<file path="src/rtl/fib_pkg.sv">
// Shared types and constants for the Fibonacci sequencer.
// Seeds, default widths and the controller state encoding.
package fib_pkg;

    localparam int WIDTH_DEF = 16;
    localparam int CNT_W_DEF = 6;

    localparam int F0 = 0;
    localparam int F1 = 1;

    typedef enum logic [1:0] {
        IDLE = 2'd0,
        EMIT = 2'd1,
        DONE = 2'd2
    } state_t;

endpackage

</file>
<file path="src/rtl/fib_step.sv">
// One Fibonacci recurrence step: next_b = a + b, truncated.
// The wrap flag is sticky along the series once any term truncated.
module fib_step
    import fib_pkg::*;
#(
    parameter int WIDTH = WIDTH_DEF
) (
    input  logic [WIDTH-1:0] a,
    input  logic [WIDTH-1:0] b,
    input  logic             a_wrap,
    input  logic             b_wrap,
    output logic [WIDTH-1:0] next_b,
    output logic             next_b_wrap
);

    logic carry;

    assign {carry, next_b} = {1'b0, a} + {1'b0, b};
    assign next_b_wrap     = carry | a_wrap | b_wrap;

endmodule

</file>
<file path="src/rtl/fib_seq_ctrl.sv">
// Sequenced Fibonacci term streamer with valid/ready output,
// per-beat index/last/wrap flags, done pulse and sticky overflow.
module fib_seq_ctrl
    import fib_pkg::*;
#(
    parameter int WIDTH = WIDTH_DEF,
    parameter int CNT_W = CNT_W_DEF
) (
    input  logic             clk,
    input  logic             rst_n,
    input  logic             start,
    input  logic [CNT_W-1:0] num_terms,
    output logic             busy,
    output logic             out_valid,
    input  logic             out_ready,
    output logic [WIDTH-1:0] out_data,
    output logic [CNT_W-1:0] out_idx,
    output logic             out_last,
    output logic             out_wrap,
    output logic             done,
    output logic             overflow
);

    state_t state_q;
    state_t state_d;

    logic [WIDTH-1:0] a_q;
    logic [WIDTH-1:0] b_q;
    logic             a_wrap_q;
    logic             b_wrap_q;
    logic [CNT_W-1:0] idx_q;
    logic [CNT_W-1:0] cnt_q;

    logic busy_q;
    logic valid_q;
    logic done_q;
    logic ovf_q;

    logic busy_d;
    logic valid_d;
    logic done_d;

    logic [WIDTH-1:0] sum;
    logic             sum_wrap;

    logic             load;
    logic             fire;
    logic             last_hit;
    logic [CNT_W-1:0] last_idx;

    fib_step #(
        .WIDTH(WIDTH)
    ) u_step (
        .a          (a_q),
        .b          (b_q),
        .a_wrap     (a_wrap_q),
        .b_wrap     (b_wrap_q),
        .next_b     (sum),
        .next_b_wrap(sum_wrap)
    );

    assign load     = (state_q == IDLE) & start;
    assign fire     = valid_q & out_ready;
    assign last_idx = cnt_q - CNT_W'(1);
    assign last_hit = (idx_q == last_idx);

    always_ff @(posedge clk or negedge rst_n) begin
        if (!rst_n) begin
            state_q <= IDLE;
            busy_q  <= 1'b0;
            valid_q <= 1'b0;
            done_q  <= 1'b0;
        end else begin
            state_q <= state_d;
            busy_q  <= busy_d;
            valid_q <= valid_d;
            done_q  <= done_d;
        end
    end

    always_comb begin
        state_d = state_q;
        unique case (state_q)
            IDLE: begin
                if (start) begin
                    state_d = (num_terms != '0) ? EMIT : DONE;
                end
            end
            EMIT: begin
                if (fire && last_hit) begin
                    state_d = DONE;
                end
            end
            DONE: state_d = IDLE;
            default: state_d = IDLE;
        endcase
    end

    // Status flags are registered from the next state so they
    // line up with the state they describe without output logic.
    always_comb begin
        busy_d  = (state_d != IDLE);
        valid_d = (state_d == EMIT);
        done_d  = (state_d == DONE);
    end

    always_ff @(posedge clk or negedge rst_n) begin
        if (!rst_n) begin
            a_q      <= WIDTH'(F0);
            b_q      <= WIDTH'(F1);
            a_wrap_q <= 1'b0;
            b_wrap_q <= 1'b0;
            idx_q    <= '0;
            cnt_q    <= '0;
        end else begin
            unique case (1'b1)
                load: begin
                    a_q      <= WIDTH'(F0);
                    b_q      <= WIDTH'(F1);
                    a_wrap_q <= 1'b0;
                    b_wrap_q <= 1'b0;
                    idx_q    <= '0;
                    cnt_q    <= num_terms;
                end
                fire: begin
                    a_q      <= b_q;
                    b_q      <= sum;
                    a_wrap_q <= b_wrap_q;
                    b_wrap_q <= sum_wrap;
                    idx_q    <= idx_q + CNT_W'(1);
                end
                default: begin
                end
            endcase
        end
    end

    // Overflow survives IDLE so software can read it after done.
    always_ff @(posedge clk or negedge rst_n) begin
        if (!rst_n) begin
            ovf_q <= 1'b0;
        end else if (load) begin
            ovf_q <= 1'b0;
        end else if (fire) begin
            ovf_q <= ovf_q | a_wrap_q;
        end
    end

    assign busy      = busy_q;
    assign out_valid = valid_q;
    assign out_data  = a_q;
    assign out_idx   = idx_q;
    assign out_last  = valid_q & last_hit;
    assign out_wrap  = valid_q & a_wrap_q;
    assign done      = done_q;
    assign overflow  = ovf_q;

endmodule

</file>
<file path="config.mk">
export PLATFORM = sky130hd
export DESIGN_NAME = fib_seq_ctrl
export DESIGN_NICKNAME = d
export VERILOG_FILES = /design/src/rtl/fib_pkg.sv /design/src/rtl/fib_step.sv /design/src/rtl/fib_seq_ctrl.sv
export SDC_FILE = /design/constraint.sdc
export NUM_CORES = 1
export LEC_CHECK = 0
export CORE_UTILIZATION = 56
export DETAILED_ROUTE_END_ITERATION = 16
export PLACE_DENSITY_LB_ADDON = 0.12
export SLEW_MARGIN = 10
export SYNTH_ARGS = -nofsm -noshare
export SYNTH_HDL_FRONTEND = slang
export SYNTH_SLANG_ARGS = --single-unit
</file>
<file path="constraint.sdc">
create_clock -name clk -period 2.55 [get_ports clk]
set_input_delay 0.51 -clock clk [delete_from_list [all_inputs] [get_ports clk]]
set_output_delay 0.51 -clock clk [all_outputs]
set_load 0.005 [all_outputs]
</file>
==> results.json <==
{
  "r2r_cells": 10,
  "slew_headroom": 0.422,
  "synth_ff_type": "dfrtp_1",
  "grt_max_degree": 41,
  "grtUsageTotal": 0.252,
  "start_kind": "flop",
  "yosysTopAreaCell": "dfrtp_1",
  "die_area_um2": 5680,
  "vias": 2625,
  "fin_crit_ps": 2440,
  "place_hpwl_mm": 4.72,
  "fin_nets": 416,
  "worst_pin_slew_ps": 867,
  "fin_skew_ps": 5.52,
  "period_share": 0.956,
  "crit-reg2reg-launch": "out_data[0]",
  "synth_area_um2": 3020,
  "rows": 26,
  "hold_class": "in2async",
  "rsz0062_at_grt": "true",
  "cts-buffers-inserted": 5,
  "synth_warnings": 0,
  "root_buffer": "clkbuf_8",
  "drive_gt1_frac": 0.101,
  "routed_via_density": 5.73,
  "pre_cts_slack_ps": 0.792,
  "cts_buffer_depth": 2,
  "peakVddDrop_mv": 0.598,
  "synth_edf_count": 0,
  "outcome": "completed",
  "p_per_area_nw_per_um2": 881,
  "antenna_left": 0,
  "endpoint_kind": "output port",
  "drcViolationCount": 0,
  "drt_wl_total_mm": 6.75,
  "synth_cell_type_count": 49,
  "fin_setup_tns_ps": 0,
  "syn_area_per_cell_um2": 8.79,
  "io_pins": 38,
  "drt_first_iter_violations": 132,
  "worstPathRequired_ps": 2040,
  "yosysTopAreaCellShare": 0.423,
  "fin_util": 0.713,
  "die_h_um": 75.4,
  "fin_ws_ps": 113,
  "ys_seq_area_frac": 0.432,
  "gp_routability_congestion": 0.811,
  "async_flop_share": 1.00,
  "syn_inst": 343,
  "critPathMaxFanout": 3,
  "area_growth_pct": 21.6,
  "r2r_slack_ps": 150,
  "final_common_cell": "nand2_1",
  "cts_hold_buf": 0,
  "total_leakage_power_uw": 0.00168,
  "diodes": 0,
  "antenna_found_initial": 0,
  "cts_tree": "yes",
  "final_max_slew_viol_count": 0,
  "cap_viol_max_count": 0,
  "detailedRoute.firstPassIterationCount": 4,
  "grt_remaining_overflow": 0,
  "cts.sinks": 52,
  "finalSetupViolCount": 0,
  "io_buffers": 37,
  "whs_ps": 299,
  "synth_nets": 372,
  "layout_common_cells": "nand2_1, dfrtp_1, o21ai_0",
  "ys_top_cells_by_area": "dfrtp_1, nand2_1, ha_1",
  "worst_skew_pair.late_latency_ps": 310,
  "core-area_um2": 5140,
  "worstPathArrival_ps": 1930,
  "routedWlPerCell_um": 14.7,
  "grt_pass1_wl_mm": 10.9,
  "clk_pin_slew_ps": 90,
  "initial_utilization": 0.587,
  "fmax_mhz": 410,
  "die_w_um": 75.4,
  "hold_viol_final": 0,
  "htree_levels": 2,
  "ys_ff_latch": 52,
  "worstReg2RegEnd": "b_q[10]",
  "grt_pass1_vias": 2397,
  "critical_path_class": "reg2out"
}
synthesized netlist by cell type, types with 3 or more instances:
cell       n
nand2_1   70
dfrtp_1   51
o21ai_0   45
ha_1      18
nor2_1    16
nand3_1   15
a21oi_1   13
clkbuf_1  12
inv_1     10
xor2_1     9
a21o_1     7
nor3_1     6
xnor2_1    6
nand4_1    5
a211o_1    4
and2_1     4
and3_1     4
a21oi_2    3
a31oi_1    3
nand2b_1   3
o31ai_1    3
or3_1      3
cell families after synthesis:
| family | after synthesis | synth area share |
|---|---|---|
| and+or+nand+nor | 135 | 0.203 |
| DFF | 52 | 0.432 |
| xor gates and xnor gates | 15 | 0.0436 |
| AOI/OAI and AO/OA | 96 | 0.203 |
| muxes | 2 | 0.00664 |
| buffers and inverters | 24 | 0.0303 |
| adders and majority gates | 19 | 0.0813 |
report_power, final:
part | internal (uW) | total, uW | leakage, uW | switching (uW)
clock network | 290 | 562 | 0.0000541 | 272
registers | 1030 | 1240 | 0.000684 | 207
logic | 664 | 1430 | 0.000941 | 762
final cells by class:
cell class                 count  area (um^2)
multi-input combinational    267         1660
fill                         459         1470
sequential                    52         1300
timing repair buffer          51          465
tap                           70         87.6
clock buffer                   5         68.8
clock inverter                 3         42.5
inverter                      10         37.5
critical path, stage by stage (launching register included):
cell	delay [ps]
dfrtp_1	440
inv_2	80
ha_4	260
xor2_1	140
nand3_1	120
a2111oi_4	300
and2_1	160
buf_2	100
registers in the layout, summed over array words and instances (netlist names):
name,flops
b_wrap_q,1
out_idx,6
a_wrap_q,1
busy,1
out_valid,1
done,1
b_q,16
overflow,1
state_q,2
cnt_q,6
out_data,16
through the flow:
step	std cells	cell area (um^2)	power (uW)
global placement	449	3510	2520
CTS	458	3640	3190
global route	458	3670	3470
floorplan	343	3020	2080
detailed placement	449	3510	2580
finish	458	3670	3230
routing by layer:
| layer | GRT usage | wire length (um) | vias up |
|---|---|---|---|
| met4 | 0.0597 | 69 | 0 |
| li1 | - | - | 1302 |
| met1 | 0.329 | 3200 | 1262 |
| met5 | 0 | 0 | - |
| met3 | 0.0450 | 235 | 9 |
| met2 | 0.437 | 3250 | 52 |
worst max-delay path by stage:
stage,startpoint,end,depth (start not counted)
after detailed placement,cnt_q[1],out_last,8
after CTS,cnt_q[1],out_last,8
final,cnt_q[1],out_last,7
after global routing,cnt_q[1],out_last,7
after global placement,cnt_q[1],out_last,8
after floorplan,b_q[0],b_q[12],9
what timing repair did:
action,in CTS,in global routing
setup buffers,1,0
gates resized for setup,6,8
endpoints found under the hold margin,0,0
pin swaps,4,5
endpoints found under the setup margin,1,2
(Power assumes the default switching activity.)
